<file path="src/rtl/calendar_counter_if.sv">
// Preset/control bus and calendar outputs of calendar_counter.
// The master drives run/quick/load and the preset fields; the slave (the counter) drives time.
interface calendar_counter_if;
    logic        run;
    logic        quick;
    logic        load;
    logic [14:0] year_d;
    logic [3:0]  month_d;
    logic [4:0]  day_d;
    logic [5:0]  hour_d;
    logic [5:0]  min_d;
    logic [5:0]  sec_d;
    logic [2:0]  week_d;

    logic [14:0] year;
    logic [3:0]  month;
    logic [4:0]  day;
    logic [4:0]  hour;
    logic [5:0]  minute;
    logic [5:0]  second;
    logic [2:0]  week;
    logic        sec_tick;
    logic        load_err;

    modport master (
        output run, quick, load, year_d, month_d, day_d, hour_d, min_d, sec_d, week_d,
        input  year, month, day, hour, minute, second, week, sec_tick, load_err
    );

    modport slave (
        input  run, quick, load, year_d, month_d, day_d, hour_d, min_d, sec_d, week_d,
        output year, month, day, hour, minute, second, week, sec_tick, load_err
    );
endinterface

</file>
<file path="src/rtl/calendar_counter.sv">
// Free-running Gregorian calendar clock with preset load and selectable second prescaler.
// All outputs are registered; a load beats a coincident second increment.
module calendar_counter #(
    parameter int unsigned TICK_DIV  = 100_000_000,
    parameter int unsigned QUICK_DIV = 100_000
) (
    input logic              clk,
    input logic              rst_n,
    calendar_counter_if.slave bus
);
    localparam int unsigned MAX_DIV = (TICK_DIV > QUICK_DIV) ? TICK_DIV : QUICK_DIV;
    localparam int unsigned PW      = $clog2(MAX_DIV + 1);

    logic [PW-1:0] presc_q;
    logic [14:0]   year_q, year_n;
    logic [3:0]    month_q, month_n;
    logic [4:0]    day_q, day_n;
    logic [4:0]    hour_q, hour_n;
    logic [5:0]    min_q, min_n;
    logic [5:0]    sec_q, sec_n;
    logic [2:0]    week_q, week_n;
    logic          sec_tick_q, load_err_q;

    logic [PW-1:0] div_m1;
    logic          wrap;
    logic          load_ok;
    logic [4:0]    dim_cur, dim_load;

    // Divisors are constant, so the modulo checks reduce to fixed logic.
    function automatic logic is_leap(input logic [14:0] y);
        return ((y[1:0] == 2'b00) && ((y % 15'd100) != 15'd0)) || ((y % 15'd400) == 15'd0);
    endfunction

    function automatic logic [4:0] days_in_month(input logic [14:0] y, input logic [3:0] m);
        logic [4:0] d;
        case (m)
            4'd2:                      d = is_leap(y) ? 5'd29 : 5'd28;
            4'd4, 4'd6, 4'd9, 4'd11:   d = 5'd30;
            default:                   d = 5'd31;
        endcase
        return d;
    endfunction

    assign div_m1   = bus.quick ? PW'(QUICK_DIV - 1) : PW'(TICK_DIV - 1);
    assign wrap     = bus.run && (presc_q >= div_m1);
    assign dim_cur  = days_in_month(year_q, month_q);
    assign dim_load = days_in_month(bus.year_d, bus.month_d);

    assign load_ok = (bus.year_d <= 15'd9999) &&
                     (bus.month_d >= 4'd1) && (bus.month_d <= 4'd12) &&
                     (bus.day_d >= 5'd1) && (bus.day_d <= dim_load) &&
                     (bus.hour_d < 6'd24) && (bus.min_d < 6'd60) && (bus.sec_d < 6'd60) &&
                     (bus.week_d != 3'd7);

    // One-second carry cascade from second through year.
    always_comb begin
        sec_n   = sec_q + 6'd1;
        min_n   = min_q;
        hour_n  = hour_q;
        day_n   = day_q;
        month_n = month_q;
        year_n  = year_q;
        week_n  = week_q;
        if (sec_q == 6'd59) begin
            sec_n = 6'd0;
            min_n = min_q + 6'd1;
            if (min_q == 6'd59) begin
                min_n  = 6'd0;
                hour_n = hour_q + 5'd1;
                if (hour_q == 5'd23) begin
                    hour_n = 5'd0;
                    week_n = (week_q == 3'd6) ? 3'd0 : week_q + 3'd1;
                    day_n  = day_q + 5'd1;
                    if (day_q >= dim_cur) begin
                        day_n   = 5'd1;
                        month_n = month_q + 4'd1;
                        if (month_q >= 4'd12) begin
                            month_n = 4'd1;
                            year_n  = (year_q >= 15'd9999) ? 15'd0 : year_q + 15'd1;
                        end
                    end
                end
            end
        end
    end

    always_ff @(posedge clk or negedge rst_n) begin
        if (!rst_n) begin
            presc_q    <= '0;
            year_q     <= 15'd2000;
            month_q    <= 4'd1;
            day_q      <= 5'd1;
            hour_q     <= 5'd0;
            min_q      <= 6'd0;
            sec_q      <= 6'd0;
            week_q     <= 3'd6;
            sec_tick_q <= 1'b0;
            load_err_q <= 1'b0;
        end else begin
            sec_tick_q <= 1'b0;
            load_err_q <= 1'b0;
            if (bus.load && load_ok) begin
                presc_q <= '0;
                year_q  <= bus.year_d;
                month_q <= bus.month_d;
                day_q   <= bus.day_d;
                hour_q  <= bus.hour_d[4:0];
                min_q   <= bus.min_d;
                sec_q   <= bus.sec_d;
                week_q  <= bus.week_d;
            end else begin
                load_err_q <= bus.load;
                if (wrap) begin
                    presc_q    <= '0;
                    sec_tick_q <= 1'b1;
                    year_q     <= year_n;
                    month_q    <= month_n;
                    day_q      <= day_n;
                    hour_q     <= hour_n;
                    min_q      <= min_n;
                    sec_q      <= sec_n;
                    week_q     <= week_n;
                end else if (bus.run) begin
                    presc_q <= presc_q + 1'b1;
                end
            end
        end
    end

    assign bus.year     = year_q;
    assign bus.month    = month_q;
    assign bus.day      = day_q;
    assign bus.hour     = hour_q;
    assign bus.minute   = min_q;
    assign bus.second   = sec_q;
    assign bus.week     = week_q;
    assign bus.sec_tick = sec_tick_q;
    assign bus.load_err = load_err_q;
endmodule
</file>
<file path="src/flat_wrapper.sv">
// flat-port wrapper written by rule: the top's interface ports become plain ports
module calendar_counter_flat 
#(
    parameter int unsigned TICK_DIV  = 100_000_000,
    parameter int unsigned QUICK_DIV = 100_000
)
  (clk, rst_n, bus_run, bus_quick, bus_load, bus_year_d, bus_month_d, bus_day_d, bus_hour_d, bus_min_d, bus_sec_d, bus_week_d, bus_year, bus_month, bus_day, bus_hour, bus_minute, bus_second, bus_week, bus_sec_tick, bus_load_err);
  calendar_counter_if bus_i ();
  input logic clk;
  input logic rst_n;
  input wire logic [$bits(bus_i.run)-1:0] bus_run;
  input wire logic [$bits(bus_i.quick)-1:0] bus_quick;
  input wire logic [$bits(bus_i.load)-1:0] bus_load;
  input wire logic [$bits(bus_i.year_d)-1:0] bus_year_d;
  input wire logic [$bits(bus_i.month_d)-1:0] bus_month_d;
  input wire logic [$bits(bus_i.day_d)-1:0] bus_day_d;
  input wire logic [$bits(bus_i.hour_d)-1:0] bus_hour_d;
  input wire logic [$bits(bus_i.min_d)-1:0] bus_min_d;
  input wire logic [$bits(bus_i.sec_d)-1:0] bus_sec_d;
  input wire logic [$bits(bus_i.week_d)-1:0] bus_week_d;
  output wire logic [$bits(bus_i.year)-1:0] bus_year;
  output wire logic [$bits(bus_i.month)-1:0] bus_month;
  output wire logic [$bits(bus_i.day)-1:0] bus_day;
  output wire logic [$bits(bus_i.hour)-1:0] bus_hour;
  output wire logic [$bits(bus_i.minute)-1:0] bus_minute;
  output wire logic [$bits(bus_i.second)-1:0] bus_second;
  output wire logic [$bits(bus_i.week)-1:0] bus_week;
  output wire logic [$bits(bus_i.sec_tick)-1:0] bus_sec_tick;
  output wire logic [$bits(bus_i.load_err)-1:0] bus_load_err;
  assign bus_i.run = bus_run;
  assign bus_i.quick = bus_quick;
  assign bus_i.load = bus_load;
  assign bus_i.year_d = bus_year_d;
  assign bus_i.month_d = bus_month_d;
  assign bus_i.day_d = bus_day_d;
  assign bus_i.hour_d = bus_hour_d;
  assign bus_i.min_d = bus_min_d;
  assign bus_i.sec_d = bus_sec_d;
  assign bus_i.week_d = bus_week_d;
  assign bus_year = bus_i.year;
  assign bus_month = bus_i.month;
  assign bus_day = bus_i.day;
  assign bus_hour = bus_i.hour;
  assign bus_minute = bus_i.minute;
  assign bus_second = bus_i.second;
  assign bus_week = bus_i.week;
  assign bus_sec_tick = bus_i.sec_tick;
  assign bus_load_err = bus_i.load_err;
  calendar_counter #(.TICK_DIV(TICK_DIV), .QUICK_DIV(QUICK_DIV)) u_core (.clk(clk), .rst_n(rst_n), .bus(bus_i));
endmodule
</file>
<file path="config.mk">
export PLATFORM = sky130hd
export DESIGN_NAME = calendar_counter_flat
export DESIGN_NICKNAME = d
export VERILOG_FILES = /design/src/rtl/calendar_counter_if.sv /design/src/rtl/calendar_counter.sv /design/src/flat_wrapper.sv
export SDC_FILE = /design/constraint.sdc
export NUM_CORES = 1
export LEC_CHECK = 0
export ABC_CLOCK_PERIOD_IN_PS = 9500
export CAP_MARGIN = 20
export CELL_PAD_IN_SITES_DETAIL_PLACEMENT = 1
export CELL_PAD_IN_SITES_GLOBAL_PLACEMENT = 2
export CORE_MARGIN = 8
export CORE_UTILIZATION = 33
export DETAILED_ROUTE_END_ITERATION = 16
export PLACE_DENSITY = 0.79
export SLEW_MARGIN = 25
export SYNTH_ARGS = -nofsm -noshare
export SYNTH_HDL_FRONTEND = slang
export SYNTH_SLANG_ARGS = --single-unit
</file>
<file path="constraint.sdc">
create_clock -name clk -period 9.5 [get_ports clk]
set_input_delay 0.95 -clock clk [delete_from_list [all_inputs] [get_ports clk]]
set_output_delay 0.95 -clock clk [all_outputs]
set_load 0.005 [all_outputs]
</file>
Word-level counts from Yosys, hierarchy flattened
Cells that the tools add are included.
- input bits: 50
- output and inout port bits: 46
- logic and storage cells: 133
- flip-flop bits (word level): 73
- add/subtract/negate cells: 8
- div/mod/pow operators: 4
- eq/ne operators: 15
- muxes and demuxes: 50
- reductions and logical operators: 34
- magnitude comparators: 12
- operator list (operator ; number):
    15-bit 2-to-1 mux ; 8
    27-bit 2-to-1 mux ; 4
    5-bit 2-to-1 mux ; 11
    6-bit 2-to-1 mux ; 7
    15-bit zero test ; 2
    15-bit by 7-bit modulo with 15-bit output (second input constant) ; 2
    15-bit by 9-bit modulo with 15-bit output (second input constant) ; 2
    15-bit nonzero test ; 2
    4-bit 2-to-1 mux ; 7
    27-bit by 1-bit adder with 27-bit output (second input constant) ; 1
    27-bit greater-or-equal comparator ; 1
    5-bit case mux with 2 select lines ; 2
    3-bit 2-to-1 mux ; 6
    4-bit by 3-bit == test with 1-bit output (second input constant) ; 4
    4-bit == test (second input constant) ; 4
    15-bit by 1-bit adder with 15-bit output (second input constant) ; 1
    15-bit by 14-bit greater-or-equal comparator with 1-bit output (second input constant) ; 1
    15-bit by 14-bit <= comparator with 1-bit output (second input constant) ; 1
    6-bit by 1-bit adder with 6-bit output (second input constant) ; 2
    6-bit == test (second input constant) ; 2
    1-bit logical AND ; 12
    6-bit less-than comparator (second input constant) ; 2
    2-bit nonzero test ; 6
    5-bit by 1-bit adder with 5-bit output (second input constant) ; 2
    other kinds (23) ; 31

Depth between registers and ports, before layout
Gate-level depths: netlist of the first run.
- depth after elaboration: 15
- gate-level depth with buffers: 37
- mapped depth without buffers: 31

Worst setup path after synthesis of the first run
OpenSTA, ideal clock, no wires.
- path type: in2reg
- from: in bus_year_d[12]
- to: reg u_core.year_q[0], in the netlist u_core.bus.year[0]
- setup slack: 2.015 ns
- path buffers: 5
- data required time: 9.367 ns
- stages on the path: 36
- arrival: 7.352 ns
- cell sequence: buf_2 -> o21a_1 -> o31a_1 -> a21boi_1 -> o2bb2ai_1 -> a21o_1 -> buf_4 -> a31oi_1 -> o21ai_1 -> nand2_1 -> a2111o_1 -> buf_2 -> and3_1 -> nor2_1 -> o22ai_1 -> o31ai_2 -> xnor2_1 -> or4_1 -> nand3_1 -> mux2i_1 -> a31oi_1 -> ha_1 -> inv_1 -> a21oi_1 -> a211oi_1 -> nor2_1 -> nand4_1 -> nor2_1 -> inv_2 -> o21ai_1 -> nand3_1 -> or3_1 -> clkbuf_1 -> clkbuf_1 -> nand2_1 -> o21ai_0
- word-level cells in the longest chain between the ends: 15
- RTL lines (item ; line ; source):
    start, declared ; flat_wrapper.sv:14 ; input wire logic [$bits(bus_i.year_d)-1:0] bus_year_d;
    15-bit by 7-bit modulo with 15-bit output ; calendar_counter.sv:31 ; return ((y[1:0] == 2'b00) && ((y % 15'd100) != 15'd0)) || ((y % 15'd400) == 15'd0);
    15-bit nonzero test ; calendar_counter.sv:31 ;
    1-bit logical AND ; calendar_counter.sv:31 ;
    1-bit logical OR ; calendar_counter.sv:31 ;
    1-bit 2-to-1 mux ; calendar_counter.sv:37 ; 4'd2: d = is_leap(y) ? 5'd29 : 5'd28;
    5-bit case mux with 2 select lines ; calendar_counter.sv:36 ; case (m)
    5-bit <= comparator ; calendar_counter.sv:51 ; (bus.day_d >= 5'd1) && (bus.day_d <= dim_load) &&
    1-bit logical AND (*) (2 in a row) ; calendar_counter.sv:51 ;
    1-bit logical AND (*) (3 in a row) ; calendar_counter.sv:52 ; (bus.hour_d < 6'd24) && (bus.min_d < 6'd60) && (bus.sec_d < 6'd60) &&
    1-bit logical AND (*) ; calendar_counter.sv:102 ; if (bus.load && load_ok) begin
    2-bit nonzero test (no line) ; n/a ;
    6-bit AND reduction (no line) ; n/a ;
    end signal, assigned ; calendar_counter.sv:104 ; year_q <= bus.year_d;
    end signal, assigned ; calendar_counter.sv:116 ; year_q <= year_n;
    end, declared ; calendar_counter.sv:15 ; logic [14:0] year_q, year_n;
Every way passes the cells marked *; elsewhere a longest branch is shown, timed or not.
A chain may end at the register's enable or synchronous reset.

Worst setup path after layout of the first run
- from: in bus_year_d[14]
- to: reg u_core.year_q[1], in the netlist u_core.bus.year[1]
Same word-level chain as after synthesis.

==> reports/results.txt, run 1 <==
vias in the first global route: 8450
hold slack: 491 ps
cell with the most instances after synthesis: o21ai_0
sequential power share: 0.318
Switching Share: 0.350
critical path endpoint category: register
P_int: 0.750 mW
RSZ-0062 raised after global routing: false
cells after synthesis: 1032
ratio of cells with drive above 1 in the final layout: 0.0887
Die X: 170 um
CTS Buf Count: 9
setup repair bufs after CTS: 0
maximum resistive drop on vdd: 92.4 uV
I/O pins: 96
Fin Clk Skew: 8.53 ps
clock slew at reported path FFs: 60 ps
Port Buffers: 95
Final Cycle Share: 0.922
Register-to-Register Path Depth: 25
startpoint types: input port
MaxCap Viol Count: 0
synthesis-stage register bit count: 73
buffer depth of the longest clock path: 2
sequential cell area fraction in the yosys report: 0.235
initial DRC count: 436
initial antenna violation count: 0
vias post-DR: 8163
Comb power frac: 0.363
routed wire length per instance: 18.1 um
Clk pwr share: 0.320
worst min-delay path class: register to register
PD cells: 124 mW/mm2
antenna diode count: 0
Cell Area, Synth: 0.00784 mm2
DR vias/cell: 5.78
top cells by area, synth: dfrtp_1 (20%), o21ai_0 (8.3%), nand2_1 (5.3%), ha_1 (4.5%), a21oi_1 (4.2%)
DP HPWL: 19200 um
Final setup viols: 0
syn_area_per_cell: 7.60 um2
antenna viol nets, final: 0
Ys Warns: 0
P&R area growth vs syn: 18.8%
placed insts: 1397
WL final: 25500 um
Synthesized Nets: 1110
die height: 170 um
global placer's final weighted congestion: 0.827
Post-synth EDFFs: 0
Final Max Tran Viols: 0
Clock Tree Root: clkbuf_16
highest clock rate: 114 MHz
kind of cell adding the most delay to the critical path: compound AO/OA/AOI/OAI gates
Final #Nets: 1167
CTS tree: built
worst path required time: 9700 ps
Leak Pwr: 3.57 nW
post-synth cell types: 112
outcome: completed
worst-margin pin slew: 776 ps
area leader, netlist: dfrtp_1
Core Region: 0.0234 mm2
Synth Flop Type: dfrtp_1
die footprint: 0.0289 mm2
stages on the worst setup path: 33
critical path buffer and inverter count: 4
GRT Total Usage: 0.179
H-tree depth: 3
initial cell density of the core: 0.335
Fin Setup TNS: 0 ps
Layout Cells excl Fill: 1413
worst-path maximum fanout: 32
worst path arrival time: 8960 ps
clock period minus worst slack: 8760 ps
Post-synth top cells: o21ai_0 (130), nand2_1 (110), nor2_1 (78)
Synth top area share: 0.201
first-pass GRT wire length: 43600 um
Pre-Repair DR Iteration Count: 4
total gr overflow: 0
# fillers: 2895
worst rel slew slack: 0.483
Fin. Hold Viols: 0
R2R Setup Slk: 1730 ps
CTS Sinks: 73
Worst Hold Depth: 1
Psw: 0.404 mW
Critical Path Slowest Stage Cell: clkdlybuf4s50_1
Final WS setup: 742 ps
DP Worst Slack: 228 ps
clock latency on the worst-skew pair: 340 ps
largest net degree at the start of global routing: 51
WS Path Type: input port to register
Post-synth ARST share: 1.00
Cell Rows: 56
Max stage delay on crit path: 850 ps
final routed DRC violation total: 0
## path summary, 6_finish.rpt
kind                                        end                 from
setup reg to reg             u_core.bus.year[1]  u_core.bus.year[12]
hold reg to reg              u_core.presc_q[15]   u_core.presc_q[15]
min in group asynchronous   u_core.bus.year[13]                rst_n
max in group asynchronous  u_core.bus.second[4]                rst_n
hold / removal               u_core.presc_q[15]   u_core.presc_q[15]
setup / recovery             u_core.bus.year[1]       bus_year_d[14]
## metrics by stage
stage	cell area [um2]	util	total power, mW
3_5_place_dp	8990	0.384	0.788
4_1_cts	9300	0.397	1.17
5_1_grt	9310	0.398	1.23
3_3_place_gp	8990	0.384	0.784
6_report	9310	0.398	1.15
2_1_floorplan	7840	-	0.643
## layout make-up
class	count	area (um2)	share of cell area
repair buffers	107	1040	0.112
well taps	319	399	0.0429
clock inverters	5	81.3	0.00873
clock buffers	11	233	0.0250
multi-input cells	860	5580	0.599
inverters	38	143	0.0153
flip-flops and latches	73	1840	0.198
## cell usage in the layout (no fill, tap or decap), types with 10 or more instances in the layout
cell type,netlist,layout
nand2_1,110,110
a21oi_1,66,66
dfstp_2,10,10
clkdlybuf4s50_1,0,93
a32oi_1,13,13
a31oi_1,14,14
and2_1,13,13
dfrtp_1,63,63
a21o_1,11,11
ha_1,28,28
mux2i_1,16,16
nand4_1,17,17
nor3_1,31,31
nand3_1,30,30
inv_1,37,37
and3_1,32,32
xnor2_1,11,11
buf_4,6,13
nor2_1,78,77
nor2b_1,16,16
o21ai_0,130,130
a211oi_1,12,12
o211ai_1,11,11
## logic make-up (layout without fill, tap and decap cells)
| kind of cell | Yosys count | after routing | share of synthesized area |
|---|---|---|---|
| compound gates | 401 | 401 | 0.355 |
| xor+xnor | 15 | 15 | 0.0177 |
| fa+ha+maj | 32 | 32 | 0.0501 |
| buf+inv | 99 | 161 | 0.0562 |
| flops | 73 | 73 | 0.235 |
| mux | 23 | 23 | 0.0324 |
| simple gates | 389 | 389 | 0.253 |
## metal layers
metal / track usage / up-vias / wire, um
met5: 0 / - / 0
met4: 0.0385 / 0 / 257
met3: 0.0248 / 13 / 634
met2: 0.293 / 87 / 11900
met1: 0.247 / 4034 / 12800
li1: - / 4029 / -
## power by group through the flow
stage | logic, mW | registers [mW] | clock network [mW]
after floorplan | 0.277 | 0.366 | 0
final | 0.418 | 0.367 | 0.369
after CTS | 0.418 | 0.367 | 0.381
after global routing | 0.468 | 0.372 | 0.392
after detailed placement | 0.416 | 0.372 | 0
after global placement | 0.413 | 0.371 | 0
## repair_timing
| action | CTS | global route |
|---|---|---|
| resized for setup | 0 | 4 |
| setup endpoints to repair | 0 | 15 |
| hold buffers | 0 | 0 |
## state kept, by name, summed over array words and instances (netlist names)
register / cells
u_core.bus.day: 5
u_core.bus.hour: 5
u_core.bus.load_err: 1
u_core.bus.minute: 6
u_core.bus.month: 4
u_core.bus.sec_tick: 1
u_core.bus.second: 6
u_core.bus.week: 3
u_core.bus.year: 15
u_core.presc_q: 27
(Power assumes the default switching activity.)
==> inputs of run 2 (changes only) <==
--- a/config.mk
+++ b/config.mk
@@ -9,6 +9,7 @@
 export CAP_MARGIN = 20
 export CELL_PAD_IN_SITES_DETAIL_PLACEMENT = 1
 export CELL_PAD_IN_SITES_GLOBAL_PLACEMENT = 2
+export CORE_ASPECT_RATIO = 0.9
 export CORE_MARGIN = 8
 export CORE_UTILIZATION = 33
 export DETAILED_ROUTE_END_ITERATION = 16
==> run 2 against run 1 <==
Combinational power about the same. Clock power down 4%. Cell count down 1.4%. Core utilization down 0.13 points. Via count down 1.0%. Largest power group unchanged. Clock skew up 4.7 ps. Cell area down 0.58%. Maximum frequency up 0.45%. Non-clock buffer count down 3. Power down 1.5%. Critical endpoint unchanged.
==> reports/results.txt, run 2 (synthesis results as in run 1) <==
Placed Area: 0.00894 mm2
PD cells: 123 mW/mm2
Leak Pwr: 3.56 nW
Fin. Hold Viols: 0
worst path arrival time: 8930 ps
Fin Setup TNS: 0 ps
worst-margin pin slew: 751 ps
Layout Cells excl Fill: 1393
clock period minus worst slack: 8720 ps
DP Worst Slack: 314 ps
Pre-Repair DR Iteration Count: 4
H-tree depth: 3
commonest non-fill, non-tap cells in the layout: o21ai_0 (130), nand2_1 (110), clkdlybuf4s50_1 (93)
first-pass GRT wire length: 42400 um
RSZ-0062 raised after global routing: false
final routed DRC violation total: 0
Cell Rows: 53
Final Instance Area: 0.00926 mm2
initial cell density of the core: 0.336
Clock Tree Root: clkbuf_16
hold buffer count at cts: 0
clock slew at reported path FFs: 60 ps
ratio of cells with drive above 1 in the final layout: 0.0880
Port Buffers: 95
vias post-DR: 8080
CTS Buf Count: 9
Core Region: 0.0233 mm2
DP HPWL: 19000 um
maximum resistive drop on vdd: 77.0 uV
initial DRC count: 458
MaxCap Viol Count: 0
initial antenna violation count: 0
Critical Path Slowest Stage Cell: or3_2
GRT Total Usage: 0.175
largest reg by FF count: u_core.presc_q
global placer's final weighted congestion: 0.853
die height: 162 um
startpoint types: input port
clock latency on the worst-skew pair: 350 ps
outcome: completed
worst min-delay path class: input port to asynchronous set/reset pin
worst-path maximum fanout: 31
vias in the first global route: 7970
CTS tree: built
Multi-input gate area: 0.00557 mm2
die footprint: 0.0289 mm2
most common cell after layout, fill and taps aside: o21ai_0
# fillers: 2868
max FFs per register: 27
I/O pins: 96
routed wire length per instance: 18.3 um
WL final: 25500 um
placed insts: 1377
worst path required time: 9720 ps
WS Path Type: input port to register
antenna viol nets, final: 0
P&R area growth vs syn: 18.1%
antenna diode count: 0
highest clock rate: 115 MHz
Final Cycle Share: 0.918
Final setup viols: 0
Final WS setup: 782 ps
DR vias/cell: 5.80
Sequential Area: 0.00184 mm2
largest net degree at the start of global routing: 68
Max stage delay on crit path: 720 ps
Final Max Tran Viols: 0
Die X: 178 um
critical path endpoint category: register
buffer depth of the longest clock path: 2
Fin Clk Skew: 13.3 ps
CTS Sinks: 73
total gr overflow: 0
worst rel slew slack: 0.498
Final #Nets: 1164
run 2: changes by cell type in the layout (fill, tap and decap cells not counted):
| cell | change |
|---|---|
| buf_4 | -4 |
| clkinv_4 | +3 |
| clkbuf_1 | -2 |
| buf_6 | +1 |
| bufinv_16 | -1 |
| clkinvlp_4 | -1 |
| inv_6 | +1 |
| nor2_1 | -1 |
| nor2_2 | +1 |
| o2bb2ai_1 | +1 |
| o2bb2ai_2 | -1 |
run 2: worst max-delay path, delay by kind of cell:
kind                     cells  cell delay (ps)
AND/OR/NAND/NOR             12             3090
buffers and inverters        4             1310
AO/OA/AOI/OAI               13             2860
adder cells (fa/ha/maj)      1              160
XOR/XNOR                     1              170
multiplexers                 2              380
run 2: area by class of cell:
class,count,area share
multi-input combinational,860,0.602
inverter,38,0.0154
timing repair buffer,104,0.110
clock buffer,9,0.0243
tap,302,0.0408
sequential,73,0.199
clock inverter,7,0.00851
run 2: per-stage QoR:
stage	hold WS, ps	util	power (mW)
after floorplan	460	-	0.643
after global placement	484	0.383	0.783
after detailed placement	499	0.383	0.785
after CTS	412	0.396	1.15
after global routing	421	0.397	1.21
final	426	0.397	1.14
run 2: where the power goes:
| group | internal [mW] | leakage [nW] | switching [mW] |
|---|---|---|---|
| Sequential | 0.335 | 0.940 | 0.0309 |
| Combinational | 0.184 | 2.47 | 0.232 |
| Clock | 0.206 | 0.150 | 0.148 |
| Total | 0.725 | 3.56 | 0.412 |
run 2: worst paths after layout:
kind,startpoint,endpoint,slack [ps],cells after the start
max in group asynchronous,rst_n,u_core.presc_q[21],8200,2
hold / removal,rst_n,u_core.bus.year[11],430,1
min in group clk,u_core.presc_q[15],u_core.presc_q[15],510,1
hold reg to reg,u_core.presc_q[15],u_core.presc_q[15],510,1
setup / recovery,bus_year_d[13],u_core.bus.year[1],780,33
setup reg to reg,u_core.bus.year[11],u_core.bus.year[1],1770,25
run 2: timing repair:
action,CTS,global route
buffers inserted,0,0
resized for setup,0,4
setup endpoints to repair,0,13
run 2: routing by layer:
metal,vias to the layer above,routed length (um),GRT usage
met5,-,0,0
met4,0,318,0.0439
met3,18,690,0.0272
met2,89,11700,0.275
met1,3937,12700,0.244
li1,4036,-,-
